## src/rtl/axi4_lite_pkg.sv

```systemverilog
// rtl/axi4_lite_pkg.sv - shared types and register map for the AXI4-Lite counter slave
package axi4_lite_pkg;

    typedef enum logic [1:0] {
        RESP_OKAY   = 2'b00,
        RESP_SLVERR = 2'b10
    } resp_e;

    localparam logic [3:0] CTRL_OFS    = 4'h0;
    localparam logic [3:0] SCRATCH_OFS = 4'h4;
    localparam logic [3:0] COUNT_OFS   = 4'h8;
    localparam logic [3:0] STATUS_OFS  = 4'hC;

    localparam int CTRL_EN_BIT  = 0;
    localparam int CTRL_CLR_BIT = 1;

    function automatic logic addr_aligned(input logic [3:0] addr);
        return addr[1:0] == 2'b00;
    endfunction

endpackage

```

## src/rtl/ctr_slave_counter.sv

```systemverilog
// rtl/ctr_slave_counter.sv - 32-bit free-running counter with enable and priority clear
module ctr_slave_counter (
    input  logic        clk,
    input  logic        rst_n,
    input  logic        en,
    input  logic        clr,
    output logic [31:0] count
);

    always_ff @(posedge clk or negedge rst_n) begin
        if (!rst_n) begin
            count <= 32'h0;
        end else if (clr) begin
            count <= 32'h0;
        end else if (en) begin
            count <= count + 32'h1;
        end
    end

endmodule

```

## src/rtl/axi4_lite_ctr_slave.sv

```systemverilog
// rtl/axi4_lite_ctr_slave.sv - AXI4-Lite responder with CTRL/SCRATCH/COUNT/STATUS registers
module axi4_lite_ctr_slave
    import axi4_lite_pkg::*;
#(
    parameter logic [31:0] CTRL_RST    = 32'h0,
    parameter logic [31:0] SCRATCH_RST = 32'h0
) (
    input  logic        ACLK,
    input  logic        ARESETn,
    input  logic [3:0]  AWADDR,
    input  logic        AWVALID,
    output logic        AWREADY,
    input  logic [31:0] WDATA,
    input  logic        WVALID,
    output logic        WREADY,
    output logic [1:0]  BRESP,
    output logic        BVALID,
    input  logic        BREADY,
    input  logic [3:0]  ARADDR,
    input  logic        ARVALID,
    output logic        ARREADY,
    output logic [31:0] RDATA,
    output logic [1:0]  RRESP,
    output logic        RVALID,
    input  logic        RREADY
);

    logic        aw_hold, w_hold;
    logic [3:0]  aw_addr_q;
    logic [31:0] w_data_q;
    logic [31:0] ctrl_q, scratch_q, count;
    logic [15:0] ok_cnt, err_cnt;

    logic        aw_hs, w_hs, ar_hs, commit, wr_err, cnt_clr;
    logic [3:0]  wr_addr;
    logic [31:0] wr_data, rd_data;
    resp_e       rd_resp;

    assign AWREADY = !aw_hold && !BVALID;
    assign WREADY  = !w_hold && !BVALID;
    assign ARREADY = !RVALID;

    assign aw_hs = AWVALID && AWREADY;
    assign w_hs  = WVALID && WREADY;
    assign ar_hs = ARVALID && ARREADY;

    // A channel counts as available when held or handshaking on this edge.
    always_comb begin
        wr_addr = aw_hold ? aw_addr_q : AWADDR;
        wr_data = w_hold ? w_data_q : WDATA;
        commit  = (aw_hold || aw_hs) && (w_hold || w_hs);
        wr_err  = !addr_aligned(wr_addr) || wr_addr == COUNT_OFS || wr_addr == STATUS_OFS;
        cnt_clr = commit && !wr_err && wr_addr == CTRL_OFS && wr_data[CTRL_CLR_BIT];
    end

    always_comb begin
        rd_data = 32'h0;
        rd_resp = RESP_OKAY;
        if (!addr_aligned(ARADDR)) begin
            rd_resp = RESP_SLVERR;
        end else begin
            case (ARADDR)
                CTRL_OFS:    rd_data = ctrl_q;
                SCRATCH_OFS: rd_data = scratch_q;
                COUNT_OFS:   rd_data = count;
                default:     rd_data = {err_cnt, ok_cnt};
            endcase
        end
    end

    ctr_slave_counter u_counter (
        .clk   (ACLK),
        .rst_n (ARESETn),
        .en    (ctrl_q[CTRL_EN_BIT]),
        .clr   (cnt_clr),
        .count (count)
    );

    always_ff @(posedge ACLK or negedge ARESETn) begin
        if (!ARESETn) begin
            aw_hold   <= 1'b0;
            w_hold    <= 1'b0;
            aw_addr_q <= 4'h0;
            w_data_q  <= 32'h0;
            ctrl_q    <= CTRL_RST & ~32'h2;
            scratch_q <= SCRATCH_RST;
            ok_cnt    <= 16'h0;
            err_cnt   <= 16'h0;
            BVALID    <= 1'b0;
            BRESP     <= RESP_OKAY;
            RVALID    <= 1'b0;
            RDATA     <= 32'h0;
            RRESP     <= RESP_OKAY;
        end else begin
            if (aw_hs) begin
                aw_hold   <= 1'b1;
                aw_addr_q <= AWADDR;
            end
            if (w_hs) begin
                w_hold   <= 1'b1;
                w_data_q <= WDATA;
            end
            // Commit overrides the hold-set above when the second channel arrives.
            if (commit) begin
                aw_hold <= 1'b0;
                w_hold  <= 1'b0;
                BVALID  <= 1'b1;
                if (wr_err) begin
                    BRESP   <= RESP_SLVERR;
                    err_cnt <= err_cnt + 16'h1;
                end else begin
                    BRESP  <= RESP_OKAY;
                    ok_cnt <= ok_cnt + 16'h1;
                    if (wr_addr == CTRL_OFS)    ctrl_q    <= wr_data & ~32'h2;
                    if (wr_addr == SCRATCH_OFS) scratch_q <= wr_data;
                end
            end else if (BVALID && BREADY) begin
                BVALID <= 1'b0;
            end
            if (ar_hs) begin
                RVALID <= 1'b1;
                RDATA  <= rd_data;
                RRESP  <= rd_resp;
            end else if (RVALID && RREADY) begin
                RVALID <= 1'b0;
            end
        end
    end

endmodule

```

## config.mk

```make
export PLATFORM = sky130hd
export DESIGN_NAME = axi4_lite_ctr_slave
export DESIGN_NICKNAME = d
export VERILOG_FILES = /design/src/rtl/axi4_lite_pkg.sv /design/src/rtl/ctr_slave_counter.sv /design/src/rtl/axi4_lite_ctr_slave.sv
export SDC_FILE = /design/constraint.sdc
export NUM_CORES = 1
export LEC_CHECK = 0
export CORE_UTILIZATION = 62
export DETAILED_ROUTE_END_ITERATION = 6
export PLACE_DENSITY = 0.85
export SETUP_SLACK_MARGIN = 0.5
export SYNTH_ARGS = -nofsm -noshare
export SYNTH_HDL_FRONTEND = slang
export SYNTH_SLANG_ARGS = --single-unit
```

## constraint.sdc

```tcl
create_clock -name ACLK -period 5.34 [get_ports ACLK]
set_clock_uncertainty 0.05 [all_clocks]
set_input_delay 1.602 -clock ACLK [delete_from_list [all_inputs] [get_ports ACLK]]
set_output_delay 1.602 -clock ACLK [all_outputs]
set_load 0.02 [all_outputs]
```

==> results.py <==
metrics = {
    "clock_network": {
        "path_clk_slew_ps": 60,
        "numCtsBuffers": 21,
        "clockBufferDepth": 3,
        "cts_hold_buf": 0,
        "cts_sinks": 201,
        "htreeDepth": 1,
        "clock_latency_ps": 480,
        "cts_root_buf": "clkbuf_16",
        "cts_tree": "done",
        "cts_resized": 0,
        "cts_setup_buffers": 0,
    },
    "final_layout": {
        "drive_above_1_share_pct": 13.2,
        "multi_input_area_um2": 3900,
        "diodes": 0,
        "fin_nets": 967,
        "fillers": 973,
        "final_cell_area_um2": 10800,
        "seq_area_um2": 5030,
        "fin_cells": 1114,
        "syn_to_final_growth_pct": 17.8,
    },
    "critical_path": {
        "r2r_slack_ps": 2390,
        "max_stage_delay_ps": 760,
        "r2r-start": "w_hold",
        "rr_endpoint": "ctrl_q[10]",
        "path_buf_inv": 2,
        "cp_slowest_cell": "o22ai_1",
        "rr_worst_depth": 5,
        "worstPathArrival_ps": 4120,
        "cp.required_ps": 5620,
        "criticalPathCategory": "input port to register",
        "cp_cell_sequence": "clkdlybuf4s50_1 -> nor2b_1 -> o22ai_1 -> nand2b_2 -> buf_4 -> o21ai_0",
        "path_delay_family": "compound AO/OA/AOI/OAI gates",
        "crit_path_end_kind": "register",
        "cp_max_fo": 49,
        "cp-start-kind": "input port",
    },
    "sta": {
        "drv_slew": 0,
        "relSlewSlack_pct": 26.6,
        "worst_pin_slew_ps": 1090,
        "setup_viol": 0,
        "max_freq_mhz": 260,
        "timing.final.crit_share_pct": 72.0,
        "hold_viol": 0,
        "min_period_ps": 3840,
        "tns_ps": 0,
        "rsz0062_at_grt": "no",
    },
    "place": {
        "hpwl_um": 13600,
        "dp_cells": 1078,
        "portBuffers": 85,
        "gp_congestion": 0.841,
        "dpl_cell_area_um2": 10100,
    },
    "global_route": {
        "antenna_found_initial": 0,
        "grt_max_degree": 113,
        "grt_pass1_vias": 6696,
        "grt_pass1_wl_um": 34100,
        "gr-total-overflow": 0,
        "grtUsageTotal_pct": 28.9,
    },
    "synth": {
        "yosysSeqAreaShare_pct": 54.7,
        "synth.distinct_cells": 48,
        "ys_ff_latch": 201,
        "netlist_area_um2": 9190,
        "postSynthAreaPerCell_um2": 10.9,
        "syn_inst": 846,
        "yosys_warnings": 0,
    },
    "power_and_ir_drop": {
        "switching_share_pct": 33.2,
        "clockPowerShare_pct": 26.8,
        "p_sw_uw": 1780,
        "p_per_area_nw_per_um2": 498,
        "p_int_uw": 3600,
        "power_frac_seq_pct": 47.1,
        "comb_power_share_pct": 26.1,
        "p_leak_uw": 0.00465,
        "vdd_drop_max_uv": 368,
    },
    "detailed_routing": {
        "wire_per_inst_um": 18.9,
        "wirelength_um": 21100,
        "vias_per_cell": 6.12,
        "route.detailed.drc": 0,
        "first_pass_iters": 4,
        "detail-route-antenna-nets": 0,
        "drtIter0Drc": 427,
        "vias": 6820,
    },
    "die": {
        "rows": 44,
        "io_pins": 88,
        "die_x_um": 124,
        "die_area_um2": 15300,
        "die_h_um": 124,
        "start_util_pct": 63.5,
        "coreArea_um2": 14500,
    },
    "worst_hold_path": {
        "hp-start": "RDATA[20]",
        "hold_path_class": "register to register",
        "holdPathStages": 2,
        "min_to": "RDATA[20]",
    },
    "flow_run": {
        "cap_viol_max_count": 0,
    },
    "status": {
        "status": "complete, no violations",
    },
}
## state kept, by name, summed over array words and instances, names as in the netlist
name	flops
BRESP	1
w_hold	1
scratch_q	32
BVALID	1
ctrl_q	31
RRESP	1
aw_hold	1
RDATA	32
RVALID	1
ok_cnt	16
u_counter.count	32
err_cnt	16
w_data_q	32
aw_addr_q	4
## placed cells by master (no fill, tap or decap), types with 3 or more instances in the layout
| cell type | instances |
|---|---|
| nor2_1 | 76 |
| clkbuf_16 | 21 |
| inv_1 | 6 |
| o21ai_1 | 4 |
| nand3_1 | 19 |
| buf_4 | 12 |
| nand2_1 | 121 |
| nand4_1 | 20 |
| a221oi_1 | 31 |
| xnor2_1 | 33 |
| and3_1 | 10 |
| mux2i_1 | 65 |
| nor3_1 | 9 |
| mux2_2 | 38 |
| dfrtp_1 | 200 |
| ha_1 | 3 |
| clkbuf_1 | 5 |
| nor4_1 | 5 |
| clkdlybuf4s50_1 | 83 |
| o21ai_0 | 67 |
| xor2_1 | 27 |
| clkbuf_8 | 5 |
| o21ai_2 | 26 |
| clkinv_2 | 4 |
## cells by family (layout without fill, tap and decap cells)
group | Yosys count | after routing | synth area share (%)
AND/OR/NAND/NOR | 285 | 285 | 14.4
flip-flops | 201 | 201 | 54.7
AO/OA/AOI/OAI | 136 | 136 | 9.91
multiplexers | 103 | 103 | 11.7
XOR/XNOR | 60 | 60 | 5.72
buffers and inverters | 57 | 140 | 3.05
adder cells (fa/ha/maj) | 3 | 3 | 0.409
other | 1 | 2 | 0.0408
## power groups by stage
stage	combinational, uW	sequential, uW	clock (uW)
after floorplan	1030	2410	0
after global placement	1320	2500	0
after detailed placement	1390	2530	0
after CTS	1420	2520	1450
after global routing	1570	2600	1510
final	1410	2540	1440
## worst min-delay path, delay by kind of cell, from the launching register on
kind            cells  cell delay, ps
flops               1             340
compound gates      1              50
simple gates        1              40
## metal layers
metal	GRT usage, %	share of wire [%]
met1	40.4	43
met2	45.7	47
met3	6.64	7.2
met4	7.91	2.2
met5	0	0
## worst max path at each step
stage,slack [ps],cells after the start,to,from
floorplan,2080,7,scratch_q[0],AWADDR[0]
global placement,1160,6,scratch_q[0],WVALID
detailed placement,1080,6,scratch_q[31],WVALID
CTS,1530,6,ctrl_q[10],WVALID
global route,1230,6,ctrl_q[10],WVALID
finish,1500,6,ctrl_q[10],WVALID
## area by class of cell
cell class / instances / share of cell area (%)
clock buffer: 30 / 5.54
clock inverter: 6 / 0.740
inverter: 6 / 0.208
multi-input combinational: 589 / 36.0
sequential: 201 / 46.5
tap: 184 / 2.13
timing repair buffer: 98 / 8.87
## synthesized netlist by cell type (all sizes together)
cell type,instances,area (um^2)
nand3,19,95.1
ha,3,37.5
nand4,21,138
or4,3,26.3
buf,18,133
a21oi,2,10.0
nor4,8,77.6
and3,10,62.6
mux2i,65,651
or3,3,18.8
o21ai,97,583
o22a,1,8.76
xnor2,33,289
o21a,1,7.51
or4b,2,20.0
a32o,1,10.0
nor4b,2,23.8
nor3,9,45.0
nand2b,1,6.26
or2,1,6.26
inv,6,22.5
nand2,121,454
a21boi,1,7.51
and2,3,21.3
a221oi,31,272
mux2,38,428
or3b,1,8.76
xor2,27,236
nor2b,2,12.5
nor2,77,289
and4,2,17.5
conb,1,3.75
clkbuf,33,125
o22ai,2,12.5
dfrtp,201,5030
## stage by stage
step / hold slack [ps] / power, uW / utilization (%) / setup WS [ps]
floorplan: 397 / 3440 / - / 2080
global placement: 410 / 3830 / 70.0 / 1160
detailed placement: 415 / 3920 / 70.0 / 1080
CTS: 427 / 5390 / 74.7 / 1530
global route: 440 / 5680 / 74.7 / 1230
finish: 425 / 5380 / 74.7 / 1500
No activity file was read; power rests on OpenSTA's default activity.
